$ cat src/rtl/vit_frame_scheduler.sv
// Descriptor FIFO plus launch/run/complete sequencer for viterbi_core, one frame per job.
// Optional watchdog abort of hung frames is compiled in with VIT_SCHED_WDOG_EN.
module vit_frame_scheduler #(
    parameter int DEPTH  = 4,
    parameter int ID_W   = 4,
    parameter int WDOG_W = 16
) (
    input  logic                       clk_i,
    input  logic                       rst_an_i,
    input  logic                       rst_sync_i,
    input  logic                       job_valid_i,
    output logic                       job_ready_o,
    input  logic [ID_W-1:0]            job_id_i,
    input  logic [1:0]                 job_register_num_i,
    input  logic [2:0]                 job_valid_polys_i,
    input  logic                       job_tail_biting_i,
    input  logic [11:0]                job_infobit_len_i,
    input  logic [12:0]                job_decode_len_i,
    input  logic [11:0]                job_src_addr_i,
    input  logic [11:0]                job_dst_addr_i,
    input  logic [WDOG_W-1:0]          wdog_limit_i,
    output logic                       frame_start_o,
    output logic [1:0]                 register_num_o,
    output logic [2:0]                 valid_polynomials_o,
    output logic                       tail_biting_en_o,
    output logic [11:0]                infobit_length_o,
    output logic [12:0]                decoding_length_o,
    output logic [11:0]                src_start_addr_o,
    output logic [11:0]                dst_start_addr_o,
    output logic                       core_abort_o,
    input  logic                       frame_done_i,
    input  logic                       busy_i,
    output logic                       done_valid_o,
    output logic [ID_W-1:0]            done_id_o,
    output logic [1:0]                 done_err_o,
    output logic [$clog2(DEPTH):0]     pending_o,
    output logic                       sched_busy_o
);
    localparam int AW = $clog2(DEPTH);
    localparam logic [AW:0] FULL = (AW+1)'(DEPTH);

    typedef struct packed {
        logic [ID_W-1:0] id;
        logic [1:0]      reg_num;
        logic [2:0]      polys;
        logic            tail;
        logic [11:0]     info;
        logic [12:0]     dec;
        logic [11:0]     src;
        logic [11:0]     dst;
    } job_t;

`ifdef VIT_SCHED_WDOG_EN
    typedef enum logic [2:0] {S_IDLE, S_LAUNCH, S_RUN, S_DONE, S_REJECT, S_ABORT} state_t;
`else
    typedef enum logic [2:0] {S_IDLE, S_LAUNCH, S_RUN, S_DONE, S_REJECT} state_t;
`endif

    state_t        state_q, state_d;
    job_t          mem [DEPTH];
    job_t          job_in, head, cfg_q;
    logic [AW-1:0] wptr_q, rptr_q;
    logic [AW:0]   count_q;
    logic          push, pop, head_bad;

    assign job_in = '{id: job_id_i, reg_num: job_register_num_i, polys: job_valid_polys_i,
                      tail: job_tail_biting_i, info: job_infobit_len_i, dec: job_decode_len_i,
                      src: job_src_addr_i, dst: job_dst_addr_i};

    // Ready comes only from registered occupancy, so a full FIFO refuses even on a pop cycle.
    assign job_ready_o = (count_q != FULL);
    assign push        = job_valid_i && job_ready_o;
    assign head        = mem[rptr_q];
    assign head_bad    = (head.info == '0) || ({1'b0, head.info} > head.dec);

    always_ff @(posedge clk_i) begin
        if (push) mem[wptr_q] <= job_in;
    end

    always_ff @(posedge clk_i or negedge rst_an_i) begin
        if (!rst_an_i) begin
            wptr_q  <= '0;
            rptr_q  <= '0;
            count_q <= '0;
        end else if (rst_sync_i) begin
            wptr_q  <= '0;
            rptr_q  <= '0;
            count_q <= '0;
        end else begin
            if (push) wptr_q <= wptr_q + 1'b1;
            if (pop)  rptr_q <= rptr_q + 1'b1;
            if (push && !pop)      count_q <= count_q + 1'b1;
            else if (!push && pop) count_q <= count_q - 1'b1;
        end
    end

    always_ff @(posedge clk_i or negedge rst_an_i) begin
        if (!rst_an_i) begin
            state_q <= S_IDLE;
            cfg_q   <= '0;
        end else if (rst_sync_i) begin
            state_q <= S_IDLE;
            cfg_q   <= '0;
        end else begin
            state_q <= state_d;
            if (pop) cfg_q <= head;
        end
    end

`ifdef VIT_SCHED_WDOG_EN
    logic [WDOG_W-1:0] wdog_cnt_q;
    logic              wdog_hit;
    logic              unused_in;

    assign unused_in = busy_i;
    // Hit on the RUN cycle that completes the limit-th count; limit 0 never hits.
    assign wdog_hit  = (wdog_limit_i != '0) && (WDOG_W'(wdog_cnt_q + 1'b1) == wdog_limit_i);

    always_ff @(posedge clk_i or negedge rst_an_i) begin
        if (!rst_an_i)                wdog_cnt_q <= '0;
        else if (rst_sync_i)          wdog_cnt_q <= '0;
        else if (state_q == S_LAUNCH) wdog_cnt_q <= '0;
        else if (state_q == S_RUN)    wdog_cnt_q <= wdog_cnt_q + 1'b1;
    end
`else
    logic unused_in;
    assign unused_in = busy_i ^ (^wdog_limit_i);
`endif

    always_comb begin
        state_d       = state_q;
        pop           = 1'b0;
        frame_start_o = 1'b0;
        done_valid_o  = 1'b0;
        done_err_o    = 2'd0;
        core_abort_o  = 1'b0;
        case (state_q)
            S_IDLE: begin
                if (count_q != '0) begin
                    pop     = 1'b1;
                    state_d = head_bad ? S_REJECT : S_LAUNCH;
                end
            end
            S_LAUNCH: begin
                frame_start_o = 1'b1;
                state_d       = S_RUN;
            end
            S_RUN: begin
                if (frame_done_i) state_d = S_DONE;
`ifdef VIT_SCHED_WDOG_EN
                else if (wdog_hit) state_d = S_ABORT;
`endif
            end
            S_DONE: begin
                done_valid_o = 1'b1;
                state_d      = S_IDLE;
            end
            S_REJECT: begin
                done_valid_o = 1'b1;
                done_err_o   = 2'd1;
                state_d      = S_IDLE;
            end
`ifdef VIT_SCHED_WDOG_EN
            S_ABORT: begin
                done_valid_o = 1'b1;
                done_err_o   = 2'd2;
                core_abort_o = 1'b1;
                state_d      = S_IDLE;
            end
`endif
            default: state_d = S_IDLE;
        endcase
    end

    assign register_num_o      = cfg_q.reg_num;
    assign valid_polynomials_o = cfg_q.polys;
    assign tail_biting_en_o    = cfg_q.tail;
    assign infobit_length_o    = cfg_q.info;
    assign decoding_length_o   = cfg_q.dec;
    assign src_start_addr_o    = cfg_q.src;
    assign dst_start_addr_o    = cfg_q.dst;
    assign done_id_o           = cfg_q.id;
    assign pending_o           = count_q;
    assign sched_busy_o        = (state_q != S_IDLE);

endmodule
$ cat config.mk
export PLATFORM = sky130hd
export DESIGN_NAME = vit_frame_scheduler
export DESIGN_NICKNAME = d
export VERILOG_FILES = /design/src/rtl/vit_frame_scheduler.sv
export SDC_FILE = /design/constraint.sdc
export NUM_CORES = 1
export LEC_CHECK = 0
export BUFFER_PORTS_ARGS = -buffer_cell sky130_fd_sc_hd__buf_2
export CAP_MARGIN = 25
export CORE_AREA = 8 8 153 155
export DETAILED_ROUTE_END_ITERATION = 8
export DIE_AREA = 0 0 161 163
export PLACE_DENSITY = 0.78
export SETUP_SLACK_MARGIN = 0.02
export SYNTH_ARGS = -nofsm -noshare
export SYNTH_HDL_FRONTEND = slang
export SYNTH_SLANG_ARGS = --single-unit
$ cat constraint.sdc
create_clock -name clk_i -period 3.5 [get_ports clk_i]
set_input_delay 0 -clock clk_i [delete_from_list [all_inputs] [get_ports clk_i]]
set_output_delay 0 -clock clk_i [all_outputs]
set_load 0.02 [all_outputs]
# Yosys cells after proc, flatten, opt, wreduce, memory -nomap -nowiden
# Memory sizes are Yosys's and may differ from the RTL's.
# Cells that the tools add are included.
# word_totals
regBits,69
mem_bits_rw,236
word_cells,61
mem_count,1
out_inout_bits,69
# classes
n_eq_ne,7
n_addsub,4
n_lt_le_gt_ge,1
mux,21
reduce_logical,15
# memory_table
memory,depth,word_bits,rd,rd_ports_with_merged_regs,wr,line,rtl
mem,4,59,1,0,1,60,job_t mem [DEPTH];
# op_table
operator,n
two-way mux 59 bit,2
two-way mux 3 bit,7
> comparator 12 x 13 -> 1 bit,1
logical NOT 12 bit,1
"!= test 3 bit, second input constant",3
one-hot mux 3 bit (3 select lines),1
nonzero test 3 bit,3
two-way mux 2 bit,4
two-way mux 1 bit,7
"== test 3 x 2 -> 1 bit, second input constant",2
"adder 2 x 1 -> 2 bit, second input constant",2
nonzero test 2 bit,2
"adder 3 x 1 -> 3 bit, second input constant",1
"== test 3 x 1 -> 1 bit, second input constant",1
"== test 3 bit, second input constant",1
logical AND 1 bit,3
logical NOT 3 bit,1
"subtractor 3 x 1 -> 3 bit, second input constant",1
logical NOT 1 bit,2
AND reduction 2 bit,1
OR reduction 2 bit,1
logical OR 1 bit,1

# Logic depth before layout (Yosys ltp)
# depth
depth_word,7
mapped_depth,11
ltp_nobuf,8

# Worst setup path after synthesis
# No wires, ideal clock.
# synth_timing
path_kind,flip-flop to flip-flop
start,register count_q[2] (netlist: pending_o[2])
end,"memory mem[0][0] in the netlist's numbering, enable pin"
slack_ps,577
path_buffers,1
setup_time_ps,423
arrival_time_ps,2499
path_stages_with_launch,4
cell_sequence,dfrtp_1 > or3b_2 > clkbuf_1 > and3_1
# synth_between
elab_chain_len,4
# synth_rtl
element,line,rtl
start: declaration,63,logic [AW:0] count_q;
start signal: assignment,92,if (push && !pop) count_q <= count_q + 1'b1;
start signal: assignment,93,else if (!push && pop) count_q <= count_q - 1'b1;
!= test 3 bit,71,assign job_ready_o = (count_q != FULL);
net job_ready_o,12,"output logic job_ready_o,"
logical AND 1 bit,72,assign push = job_valid_i && job_ready_o;
two-way mux 1 bit,77,if (push) mem[wptr_q] <= job_in;
two-way mux 1 bit (implied by the code),77,
end: declaration,60,
# The timed path passes the listed nets, and every way through them passes these cells.

# Worst setup path in the final report
# layout_timing
start,register rptr_q[0]
end,register state_q[0]
# layout_between
elab_chain_len,7
# layout_rtl
element,line,rtl
start: declaration,62,"logic [AW-1:0] wptr_q, rptr_q;"
start signal: assignment,91,if (pop) rptr_q <= rptr_q + 1'b1;
memory (4 x 59 bit) *,-,
> comparator 12 x 13 -> 1 bit or logical NOT 12 bit (tied branches),74,"assign head_bad = (head.info == '0) || ({1'b0, head.info} > head.dec);"
logical OR 1 bit *,74,
two-way mux 3 bit *,141,state_d = head_bad ? S_REJECT : S_LAUNCH;
two-way mux 3 bit *,139,if (count_q != '0) begin
one-hot mux 3 bit (3 select lines) *,137,case (state_q)
two-way mux 3 bit *,101,end else if (rst_sync_i) begin
end signal: assignment,105,state_q <= state_d;
end: declaration,59,"state_t state_q, state_d;"
# Every way passes the cells marked *; elsewhere a longest branch is shown, timed or not. The select of a mux whose other input is x is not followed.
# A chain may end at the register's enable or synchronous reset.

==> flow_metrics.env <==
export IMPL_synth_distinct_cells=42
export IMPL_finClkSkew_ns=0.0177
export IMPL_fin_tns_setup_ns=0
export IMPL_cap_violations=0
export IMPL_cp_slowest_cell="dfrtp_4"
export IMPL_synth_edf_count=236
export IMPL_wl_um=25700
export IMPL_drc=0
export IMPL_rows=53
export IMPL_grt_ovfl_total=0
export IMPL_synth_compound_area_share_pct=3.35
export IMPL_dp_final_hpwl_um=15500
export IMPL_clock_sinks=305
export IMPL_finalSetupViolations=0
export IMPL_p_leak_uw=0.00546
export IMPL_cp_data_required_time_ns=3.93
export IMPL_grt_usage_pct=19.3
export IMPL_ys_seq_area_share_pct=74.8
export IMPL_yosys_warnings=0
export IMPL_crit_buf_inv=0
export IMPL_gp_congestion=0.813
export IMPL_numPortBuffers=130
export IMPL_synthTopCellsByArea="edfxtp_1, dfrtp_1, mux4_2, nand2_1, a21oi_1"
export IMPL_path_clk_slew_ns=0.06
export IMPL_clock_fmax_mhz=342
export IMPL_initial_utilization_pct=56.6
export IMPL_pwr_share_seq_pct=42.7
export IMPL_cts_tree="built"
export IMPL_place_area_um2=12700
export IMPL_switching_share_pct=33.0
export IMPL_die_w_um=161
export IMPL_startpoint_type="flip-flop"
export IMPL_tightest_slew_ns=0.774
export IMPL_place_ws_ns=0.575
export IMPL_status="finished, violations left"
export IMPL_syn2layout_area_growth_pct=21.9
export IMPL_clk_latency_ns=0.55
export IMPL_final_cell_count_no_fill=1185
export IMPL_yosys_top_cells_count="edfxtp_1, nand2_1, dfrtp_1"
export IMPL_path_delay_family="compound AO/OA/AOI/OAI gates"
export IMPL_drtPass1Iterations=4
export IMPL_grt_max_degree=70
export IMPL_violations="negative hold slack"
export IMPL_synth_most_common_cell="edfxtp_1"
export IMPL_core_um2=20800
export IMPL_yosys_area_top_type_share_pct=60.1
export IMPL_cts_buffers=30
export IMPL_clockPowerShare_pct=26.9
export IMPL_grt_pass1_vias=7140
export IMPL_p_int_uw=7790
export IMPL_synth_top_family_by_area="multiplexers"
export IMPL_fin_area_um2=14400
export IMPL_via_count=6637
export IMPL_synth_xor_area_share_pct=0.446
export IMPL_dp_cells=1063
export IMPL_synthSimpleGateAreaFrac_pct=5.75
export IMPL_drt_antenna_violating_nets=0
export IMPL_yosysTopAreaCell="edfxtp_1"
export IMPL_p_comb_share_pct=30.4
export IMPL_routed_via_density=5.60
export IMPL_clk_path_buf_depth=3
export IMPL_finalCritPeriodShare_pct=83.6
export IMPL_synth_main_ff_cell="edfxtp_1"
export IMPL_final_nets=982
export IMPL_layout_drive_gt1_share_pct=28.2
export IMPL_dr_first_iter_drc_count=412
export IMPL_cts_root_buf="clkbuf_16"
export IMPL_cp_max_fo=29
export IMPL_avgSynthCellArea_um2=17.4
export IMPL_holdWs_ns=-0.0141
export IMPL_crit_arrival_ns=3.36
export IMPL_worstSetupPathType="reg -> reg"
export IMPL_ys_ff_latch=305
export IMPL_slew_violations=0
export IMPL_hold_violations=13
export IMPL_final_util_pct=69.0
export IMPL_synthMuxAreaShare_pct=11.5
export IMPL_p_per_area_nw_per_um2=809
export IMPL_cp_cell_sequence="mux4_2, ha_1, nor2b_1, o211ai_1, a211oi_1, o41a_1, o31ai_1"
export IMPL_rsz0062_at_grt="false"
export IMPL_grt_pass1_wl_um=39500
export IMPL_min_path_type="in -> async"
export IMPL_die_area_um2=26200
export IMPL_synth_cells=679
export IMPL_power_switching_uw=3840
export IMPL_io_pins=150
export IMPL_fin_ws_ns=0.574
export IMPL_synthAdderAreaFrac_pct=1.87
export IMPL_ir_drop_uv=489
export IMPL_min_period_ns=2.93
export IMPL_die_height_um=163
export IMPL_max_slew_margin_rel_pct=48.4
export IMPL_wl_per_cell_um=21.7
export IMPL_antenna_found_initial=2
export IMPL_htreeDepth=1
export IMPL_cpPeakStageDelay_ns=0.78
export IMPL_synth_area_um2=11800
export IMPL_synthArstFlopShare_pct=22.6
export IMPL_critPathCaptureType="flip-flop"
==> sequential cells by signal (all words and copies together), names as in the netlist, 3 cells and up <==
name and count:
dst_start_addr_o 12, state_q 3, done_id_o 4, pending_o 3, src_start_addr_o 12, mem 236, valid_polynomials_o 3, infobit_length_o 12
decoding_length_o 13
==> power groups by stage <==
stage,sequential (uW),combinational (uW),clock [uW]
finish,4970,3530,3120
global route,5040,3860,3330
CTS,4970,3590,3160
detailed placement,5030,3510,0
global placement,4990,3350,0
floorplan,5290,2080,0
==> cell type report <==
class                   count  area (um^2)
diodes                      2         5.00
clock buffers              47          907
clock inverters             9         67.6
fillers                  1350         6450
inverters                  17         63.8
multi-input cells         319         2720
flip-flops and latches    305         8820
well taps                 275          344
repair buffers            211         1440
==> metal layers <==
metal	vias to the layer above	global-route usage, %	routed length, um
met4	0	5.43	437
met1	3365	23.8	10200
met2	254	34.3	13400
li1	2977	-	-
met5	-	0	0
met3	41	3.87	1720
==> stage by stage <==
step | total power, uW | hold slack [ns]
final | 11600 | -0.0141
after global routing | 12200 | 0.0155
after CTS | 11700 | 0.196
after detailed placement | 8550 | 0.218
after global placement | 8340 | 0.197
after floorplan | 7370 | -0.296
==> kinds of logic (layout without fill, tap and decap cells) <==
group | after synthesis | after routing
AOI/OAI and AO/OA | 73 | 73
xor gates and xnor gates | 6 | 6
adders and majority gates | 17 | 17
buffers and inverters | 56 | 284
DFF | 305 | 305
muxes | 60 | 60
other | 1 | 4
and+or+nand+nor | 161 | 161
==> cell usage in the layout (no fill, tap or decap), drive strengths merged, types with 2 or more instances in the layout <==
master and count:
clkbuf 47, ha 16, nand3 3, edfxtp 236, buf 148, nor2 9
a211oi 3, diode 2, and3 6, mux4 59, nand2 123, dfrtp 69
nor3 5, nor4 5, inv 18, and2 2, a21oi 63, conb 2
xnor2 5, clkinv 7, dlygate4sd3 63
==> worst paths after layout <==
path,end,startpoint,cells past startpoint,slack (ns)
max,state_q[0],rptr_q[0],7,0.57
min,valid_polynomials_o[1],rst_an_i,2,-0.01
max in group asynchronous,src_start_addr_o[7],rst_an_i,3,2.90
max reg2reg,state_q[0],rptr_q[0],7,0.57
min reg2reg,decoding_length_o[8],decoding_length_o[8],2,0.52
min in group clk_i,mem[3][8],job_dst_addr_i[8],2,0.21
==> worst register-to-register path, cell delays in order (launching register included) <==
cell and delay [ns]:
dfrtp_4 0.78, mux4_2 0.64, ha_1 0.33, nor2b_1 0.14, o211ai_1 0.17, a211oi_1 0.10
o41a_1 0.37, o31ai_1 0.29
==> timing repair <==
action / in CTS / in global routing
hold buffers: 63 / 0
setup buffers: 0 / 0
resized for setup: 0 / 0
hold endpoints to repair: 321 / 0
Power figures use the tool's default switching activity.
